File: config.mk
export PLATFORM = sky130hd
export DESIGN_NAME = tt_vector_runner
export DESIGN_NICKNAME = d
export VERILOG_FILES = /design/src/rtl/tt_vector_runner_pkg.sv /design/src/rtl/tt_vec_cmp.sv /design/src/rtl/tt_vector_runner.sv
export SDC_FILE = /design/constraint.sdc
export NUM_CORES = 1
export LEC_CHECK = 0
export BUFFER_PORTS_ARGS = -buffer_cell sky130_fd_sc_hd__buf_4
export CAP_MARGIN = 30
export CORE_UTILIZATION = 51
export DETAILED_ROUTE_END_ITERATION = 8
export GPL_ROUTABILITY_DRIVEN = 0
export PLACE_DENSITY = 0.81
export SYNTH_ARGS = -nofsm -noshare
export SYNTH_HDL_FRONTEND = slang
export SYNTH_SLANG_ARGS = --single-unit
File: constraint.sdc
create_clock -name clk -period 12.4 [get_ports clk]
set_input_delay 3.1 -clock clk [delete_from_list [all_inputs] [get_ports clk]]
set_output_delay 3.1 -clock clk [all_outputs]
set_load 0.02 [all_outputs]
File: src/rtl/tt_vector_runner_pkg.sv
// Shared tester encodings and runner FSM states for the tinytester vector runner.
package tt_vector_runner_pkg;

  localparam logic [6:0] TT_IDLE = 7'h20;
  localparam logic [6:0] TT_WAIT = 7'h10;
  localparam logic [6:0] TT_PH0  = 7'h01;
  localparam logic [6:0] TT_PH1  = 7'h02;
  localparam logic [6:0] TT_PH2  = 7'h04;
  localparam logic [6:0] TT_PH3  = 7'h08;

  typedef enum logic [2:0] {
    S_IDLE, S_FETCH, S_START, S_WAITDONE, S_RELEASE, S_RESULT, S_DRAIN, S_DONE
  } run_state_e;

  // States that abort_i may cut short (DRAIN is already heading to DONE).
  function automatic logic abortable(run_state_e s);
    return s inside {S_FETCH, S_START, S_WAITDONE, S_RELEASE, S_RESULT};
  endfunction

  // States covered by the tester watchdog.
  function automatic logic wd_state(run_state_e s);
    return s inside {S_START, S_WAITDONE, S_RELEASE};
  endfunction

endpackage

File: src/rtl/tt_vec_cmp.sv
// Registered masked compare of captured pad inputs plus run-level fail statistics.
module tt_vec_cmp
  import tt_vector_runner_pkg::*;
#(
  parameter int W     = 32,
  parameter int CNT_W = 16
) (
  input  logic             clk,
  input  logic             rst,
  input  logic             clr_i,
  input  logic             cap_i,
  input  logic [CNT_W-1:0] idx_i,
  input  logic [W-1:0]     datain_i,
  input  logic [W-1:0]     exp_i,
  input  logic [W-1:0]     mask_i,
  output logic [W-1:0]     data_o,
  output logic             fail_o,
  output logic [CNT_W-1:0] fail_cnt_o,
  output logic [CNT_W-1:0] first_fail_o
);

  logic [W-1:0]     data_q;
  logic             fail_q;
  logic [CNT_W-1:0] cnt_q, first_q;
  logic             miss;

  assign miss = |((datain_i ^ exp_i) & mask_i);

  always_ff @(posedge clk or posedge rst) begin
    if (rst) begin
      data_q  <= '0;
      fail_q  <= 1'b0;
      cnt_q   <= '0;
      first_q <= '1;
    end else if (clr_i) begin
      cnt_q   <= '0;
      first_q <= '1;
    end else if (cap_i) begin
      data_q <= datain_i;
      fail_q <= miss;
      if (miss) begin
        if (cnt_q != '1) cnt_q <= cnt_q + CNT_W'(1);
        // An empty count means this is the run's first miscompare.
        if (cnt_q == '0) first_q <= idx_i;
      end
    end
  end

  assign data_o       = data_q;
  assign fail_o       = fail_q;
  assign fail_cnt_o   = cnt_q;
  assign first_fail_o = first_q;

endmodule

File: src/rtl/tt_vector_runner.sv
// Streams test vectors into the tinytester start/wait/release handshake and
// returns one compared result per vector, with watchdog and abort handling.
module tt_vector_runner
  import tt_vector_runner_pkg::*;
#(
  parameter int W     = 32,
  parameter int CNT_W = 16,
  parameter int TMO   = 64
) (
  input  logic             clk,
  input  logic             rst,
  input  logic             run_i,
  input  logic             abort_i,
  input  logic [CNT_W-1:0] num_vec_i,
  input  logic             vec_valid_i,
  output logic             vec_ready_o,
  input  logic [W-1:0]     vec_data_i,
  input  logic [W-1:0]     vec_oe_i,
  input  logic [W-1:0]     vec_exp_i,
  input  logic [W-1:0]     vec_mask_i,
  output logic [31:0]      tt_control_o,
  output logic [W-1:0]     tt_dataout_o,
  output logic [W-1:0]     tt_oe_o,
  input  logic [W-1:0]     tt_datain_i,
  input  logic [6:0]       tt_state_i,
  output logic             res_valid_o,
  input  logic             res_ready_i,
  output logic [W-1:0]     res_data_o,
  output logic             res_fail_o,
  output logic [CNT_W-1:0] res_idx_o,
  output logic             busy_o,
  output logic             done_o,
  output logic             err_o,
  output logic [CNT_W-1:0] fail_cnt_o,
  output logic [CNT_W-1:0] first_fail_o
);

  localparam int WD_W = $clog2(TMO + 1);

  run_state_e       state_q;
  logic             run_q, busy_q, done_q, err_q, ctrl_q, res_valid_q;
  logic [W-1:0]     dout_q, oe_q, exp_q, mask_q;
  logic [CNT_W-1:0] num_q, idx_q, idx_nxt;
  logic [WD_W-1:0]  wd_q;
  logic             run_start, cap, wd_go, wd_hit;

  assign idx_nxt   = idx_q + CNT_W'(1);
  assign run_start = (state_q == S_IDLE) && run_i && !run_q;
  assign cap       = (state_q == S_WAITDONE) && !abort_i && (tt_state_i == TT_WAIT);
  assign wd_hit    = (wd_q == WD_W'(TMO - 1));
  // Tester made the step this state is waiting for.
  assign wd_go     = ((state_q == S_START)    && (tt_state_i == TT_IDLE)) ||
                     ((state_q == S_WAITDONE) && (tt_state_i == TT_WAIT)) ||
                     ((state_q == S_RELEASE)  && (tt_state_i == TT_IDLE));

  always_ff @(posedge clk or posedge rst) begin
    if (rst) begin
      state_q     <= S_IDLE;
      run_q       <= 1'b0;
      busy_q      <= 1'b0;
      done_q      <= 1'b0;
      err_q       <= 1'b0;
      ctrl_q      <= 1'b0;
      res_valid_q <= 1'b0;
      dout_q      <= '0;
      oe_q        <= '0;
      exp_q       <= '0;
      mask_q      <= '0;
      num_q       <= '0;
      idx_q       <= '0;
      wd_q        <= '0;
    end else begin
      run_q  <= run_i;
      done_q <= 1'b0;
      case (state_q)
        S_IDLE: if (run_start) begin
          num_q   <= num_vec_i;
          idx_q   <= '0;
          err_q   <= 1'b0;
          busy_q  <= 1'b1;
          state_q <= (num_vec_i == '0) ? S_DONE : S_FETCH;
        end
        S_FETCH: if (vec_valid_i && vec_ready_o) begin
          dout_q  <= vec_data_i;
          oe_q    <= vec_oe_i;
          exp_q   <= vec_exp_i;
          mask_q  <= vec_mask_i;
          wd_q    <= '0;
          state_q <= S_START;
        end
        S_START: if (wd_go) begin
          ctrl_q  <= 1'b1;
          wd_q    <= '0;
          state_q <= S_WAITDONE;
        end
        S_WAITDONE: if (wd_go) begin
          ctrl_q  <= 1'b0;
          wd_q    <= '0;
          state_q <= S_RELEASE;
        end
        S_RELEASE: if (wd_go) begin
          res_valid_q <= 1'b1;
          state_q     <= S_RESULT;
        end
        S_RESULT: if (res_ready_i) begin
          res_valid_q <= 1'b0;
          idx_q       <= idx_nxt;
          state_q     <= (idx_nxt == num_q) ? S_DONE : S_FETCH;
        end
        S_DRAIN: if (tt_state_i == TT_IDLE) state_q <= S_DONE;
        S_DONE: begin
          busy_q  <= 1'b0;
          done_q  <= 1'b1;
          state_q <= S_IDLE;
        end
        default: state_q <= S_IDLE;
      endcase

      if (wd_state(state_q) && !wd_go) begin
        if (wd_hit) begin
          err_q   <= 1'b1;
          ctrl_q  <= 1'b0;
          state_q <= S_DRAIN;
        end else begin
          wd_q <= wd_q + WD_W'(1);
        end
      end

      // Abort wins over both normal progress and the watchdog.
      if (abort_i && abortable(state_q)) begin
        ctrl_q      <= 1'b0;
        res_valid_q <= 1'b0;
        state_q     <= S_DRAIN;
      end
    end
  end

  assign vec_ready_o  = (state_q == S_FETCH) && !abort_i;
  assign tt_control_o = {31'b0, ctrl_q};
  assign tt_dataout_o = dout_q;
  assign tt_oe_o      = oe_q;
  assign res_valid_o  = res_valid_q;
  assign res_idx_o    = idx_q;
  assign busy_o       = busy_q;
  assign done_o       = done_q;
  assign err_o        = err_q;

  tt_vec_cmp #(.W(W), .CNT_W(CNT_W)) u_cmp (
    .clk          (clk),
    .rst          (rst),
    .clr_i        (run_start),
    .cap_i        (cap),
    .idx_i        (idx_q),
    .datain_i     (tt_datain_i),
    .exp_i        (exp_q),
    .mask_i       (mask_q),
    .data_o       (res_data_o),
    .fail_o       (res_fail_o),
    .fail_cnt_o   (fail_cnt_o),
    .first_fail_o (first_fail_o)
  );

endmodule

# Word level (Yosys, flattened, before mapping)
# Index checks and enable logic that the tools add are counted.
# word_totals
elab_cells	124
output_inout_bits	182
register_bits	241
# op_classes
bitwise_logic	3
reduce_logical	38
addsub	3
mux	46
eq_ne	16
# ops
cell	count
16-bit 2-to-1 mux	10
3-bit 2-to-1 mux	12
16-bit by 1-bit adder with 16-bit output (second input constant)	2
32-bit AND	1
16-bit logical NOT	2
16-bit case mux with 2 select lines	1
32-bit OR reduction	1
32-bit XOR	1
7-bit 2-to-1 mux	4
3-bit case mux with 8 select lines	1
16-bit == test	1
16-bit != test (second input constant)	1
7-bit by 6-bit == test with 1-bit output (second input constant)	2
1-bit 2-to-1 mux	14
7-bit case mux with 2 select lines	1
3-bit == test (second input constant)	4
3-bit AND reduction	4
2-bit nonzero test	6
1-bit logical AND	11
2-bit AND reduction	4
7-bit by 1-bit adder with 7-bit output (second input constant)	1
7-bit by 5-bit == test with 1-bit output (second input constant)	1
3-bit by 2-bit == test with 1-bit output (second input constant)	2
3-bit by 2-bit != test with 1-bit output (second input constant)	2
10 further kinds	17

# Depth between registers and ports, before layout
# depth
ltp_word	9
mapped_depth	9
depth_no_buf	7

# Modules after synthesis
# From an unflattened synthesis, not the netlist that was laid out.
# hier_totals
hier_cells	975
area_unflattened_um2	11372.2
# modules_own_cells
mod	area_per_inst_um2	n_inst	cells_per_inst	seq_area_each_um2
tt_vector_runner	7936.4	1	665	4404.2
tt_vec_cmp	3435.8	1	310	1646.6

# Least setup slack after synthesis
# OpenSTA, ideal clock, no wires.
# synth_path
path_type	input -> output
startpoint	input abort_i
endpoint	output vec_ready_o
path_stages	2
arrival_time_ps	3789
slack_ps	5511
cell_sequence	or2_2 nor2b_1
# synth_between
elab_chain_cells	2
# synth_rtl
item	line_no	source
start: declaration	tt_vector_runner.sv:13	input logic abort_i,
1-bit logical NOT	tt_vector_runner.sv:138	assign vec_ready_o = (state_q == S_FETCH) && !abort_i;
1-bit logical AND	tt_vector_runner.sv:138	
end: declaration	tt_vector_runner.sv:16	output logic vec_ready_o,
# Every way passes these cells.

# Final worst setup path
# Ends and elaborated chain as after synthesis.

==> flow_summary.json <==
{
  "dp_worst_setup_slack_ns": 5.245,
  "cts_inserted_buffers": 27,
  "syn_inst": 1199,
  "cts_buffer_depth": 3,
  "r2r_start": "state_q[2]",
  "total_power_mw": 2.019,
  "skew_ns": 0.01109,
  "routed_via_density": 5.239,
  "rows": 53,
  "slowest_delay_ns": 0.31,
  "synthTopCellsByCount": "nand2_1, dfrtp_1, clkbuf_1, nor2_1, xor2_1",
  "grt_use_total": 0.2765,
  "internal_power_mw": 1.466,
  "hold_depth": 2,
  "p_seq_frac": 0.457,
  "fin_cells": 1814,
  "register_area_sq_um": 6051,
  "async_flop_share": 1.000,
  "fmax_mhz": 139.7,
  "synth-edff-count": 0,
  "clock_latency_ns": 0.53,
  "grt_pass1_vias": 9697,
  "post-dp-hpwl_um": 21390,
  "die_y_um": 149.5,
  "avgSynthCellArea_sq_um": 9.254,
  "cts_sinks": 241,
  "synth_ff_type": "dfrtp_1",
  "drtPass1Iterations": 4,
  "drive_above_1_share": 0.2926,
  "finalMaxSlewViolations": 0,
  "yosys.area.top_type": "dfrtp_1",
  "end_kind": "output port",
  "netlist_top_cells_area": "dfrtp_1, nand2_1, dfstp_2, xor2_1, mux2_2",
  "ir_drop_uv": 109.4,
  "seq_area_frac_synth": 0.5453,
  "placedCellCount": 1763,
  "ys_ff_latch": 241,
  "antenna_left": 0,
  "routed_wl_um": 30680,
  "hold_buffers": 0,
  "root_buffer": "clkbuf_16",
  "min-delay-start": "tt_dataout_o[23]",
  "die_x_um": 149.5,
  "worstSetupPathType": "in2out",
  "cts-resized-gates": 0,
  "p_sw_mw": 0.5535,
  "postCtsSetupBuffers": 0,
  "ios": 371,
  "grt_setup_unrepaired": "no",
  "tightest_slew_ns": 0.9837,
  "area_delta_synth_final_pct": 31.51,
  "grt_antenna_before_repair": 1,
  "yosys_warnings": 0,
  "cp_max_fo": 3,
  "numPortBuffers": 339,
  "required_ns": 9.30,
  "pwr-share-clk": 0.376,
  "routedWlPerCell_um": 16.91,
  "nFillCells": 1622,
  "fin_util": 0.6898,
  "min_path_type": "reg2reg",
  "timing.final.hold_violations": 0,
  "via_count": 9504,
  "p_leak_nw": 7.822,
  "final_nets": 1710,
  "drc_errors": 0,
  "crit_arrival_ns": 4.06,
  "grt_max_degree": 97,
  "crit_path_start_kind": "input pin",
  "path_cells": "buf_4 -> or2_2 -> nor2b_1 -> buf_4",
  "htreeDepth": 1,
  "rr_worst_depth": 6,
  "coreArea_sq_um": 21150,
  "p_comb_frac": 0.167,
  "r2r_setup_slack_ns": 9.26,
  "whs_endpoint": "tt_dataout_o[23]",
  "setup_viol": 0,
  "period_needed_ns": 7.156,
  "sw_frac_of_total": 0.2741,
  "path_clk_slew_ns": 0.06,
  "grt_first_pass_wirelength_um": 48800,
  "gr-total-overflow": 0,
  "start_util": 0.5245,
  "fin_tns_setup_ns": 0,
  "netlist-cell-type-count": 51,
  "synth_top_area_frac": 0.5074,
  "cpMostUsedCell": "buf_4",
  "multi_input_area_sq_um": 4633,
  "synthMostInstantiatedCell": "nand2_1",
  "relSlewSlack": 0.3442,
  "pwr_density_cell_nw_per_um2": 138.4,
  "worst_slack_ns": 5.244,
  "drt_first_iter_violations": 508,
  "maxCapViolCount": 0,
  "timing.final.crit_share": 0.5771,
  "outcome": "finished clean",
  "syn_area_sq_um": 11100,
  "cp_slowest_cell": "or2_2",
  "reg2reg_to": "tt_oe_o[24]",
  "die-area_sq_um": 22350,
  "cts_tree": "done"
}
registers in the layout, summed over array words and instances (netlist names), 3 cells and up:
register / flops
exp_q: 32
mask_q: 32
tt_dataout_o: 32
tt_oe_o: 32
u_cmp.data_o: 32
num_q: 16
res_idx_o: 16
u_cmp.fail_cnt_o: 16
u_cmp.first_fail_o: 16
wd_q: 7
state_q: 3
layer usage:
layer | part of all wire | global-route usage | vias up
met5 | 0 | 0 | -
met4 | 0.037 | 0.1061 | 0
met3 | 0.071 | 0.06250 | 67
met2 | 0.49 | 0.4688 | 335
met1 | 0.40 | 0.3427 | 4592
li1 | - | - | 4510
worst max path at each step:
stage | startpoint | slack, ns | endpoint
after CTS | abort_i | 5.24 | vec_ready_o
after global routing | abort_i | 5.18 | vec_ready_o
after global placement | abort_i | 5.26 | vec_ready_o
after detailed placement | abort_i | 5.25 | vec_ready_o
after floorplan | rst | 2.71 | busy_o
final | abort_i | 5.24 | vec_ready_o
area by class of cell:
class / count / area share
Sequential cell: 241 / 0.4147
Multi-Input combinational cell: 878 / 0.3175
Timing Repair Buffer: 348 / 0.1807
Clock buffer: 41 / 0.05196
Tap cell: 275 / 0.02358
Inverter: 21 / 0.005917
Clock inverter: 9 / 0.005488
Antenna cell: 1 / 0.0001715
per-stage QoR:
stage / area, sq um / hold WS (ns)
floorplan: 11210 / 0.4461
global placement: 13710 / 0.4592
detailed placement: 13750 / 0.4631
CTS: 14590 / 0.4777
global route: 14590 / 0.5000
finish: 14590 / 0.4743
cell usage in the layout (no fill, tap or decap), types with 8 or more instances in the layout:
cell	Yosys	routed
nand3_1	26	26
nor2_1	44	44
buf_4	33	346
mux2_2	32	32
o31ai_1	11	11
or3_1	10	10
nor4_1	8	8
o21ai_0	36	36
clkbuf_16	0	27
a21oi_1	23	23
nand4_1	16	16
mux2i_1	21	21
conb_1	1	31
a22oi_1	16	16
and3_1	9	9
nand2_1	468	467
nor3_1	8	8
xnor2_1	19	19
dfrtp_1	225	225
dfstp_2	16	16
inv_1	21	20
clkbuf_1	51	11
xor2_1	42	42
power groups by stage:
stage	combinational [mW]	clock [mW]	sequential, mW
6_report	0.336	0.759	0.923
2_1_floorplan	0.171	0	0.961
4_1_cts	0.339	0.775	0.923
3_3_place_gp	0.324	0	0.933
3_5_place_dp	0.337	0	0.936
5_1_grt	0.372	0.799	0.931
cells by family after synthesis:
logic type                 after synthesis  share of synthesized area
and+or+nand+nor                        628                     0.2433
DFF                                    241                     0.5453
buffers and inverters                  110                    0.04939
AOI/OAI and AO/OA                      101                    0.05751
xor gates and xnor gates                61                    0.04815
muxes                                   53                    0.05142
adders and majority gates                4                   0.004511
other                                    1                  0.0003380
critical path: cells and delay by family:
family	cells	cell delay, ns
buf+inv	2	0.33
simple gates	2	0.62
(Power assumes the default switching activity.)
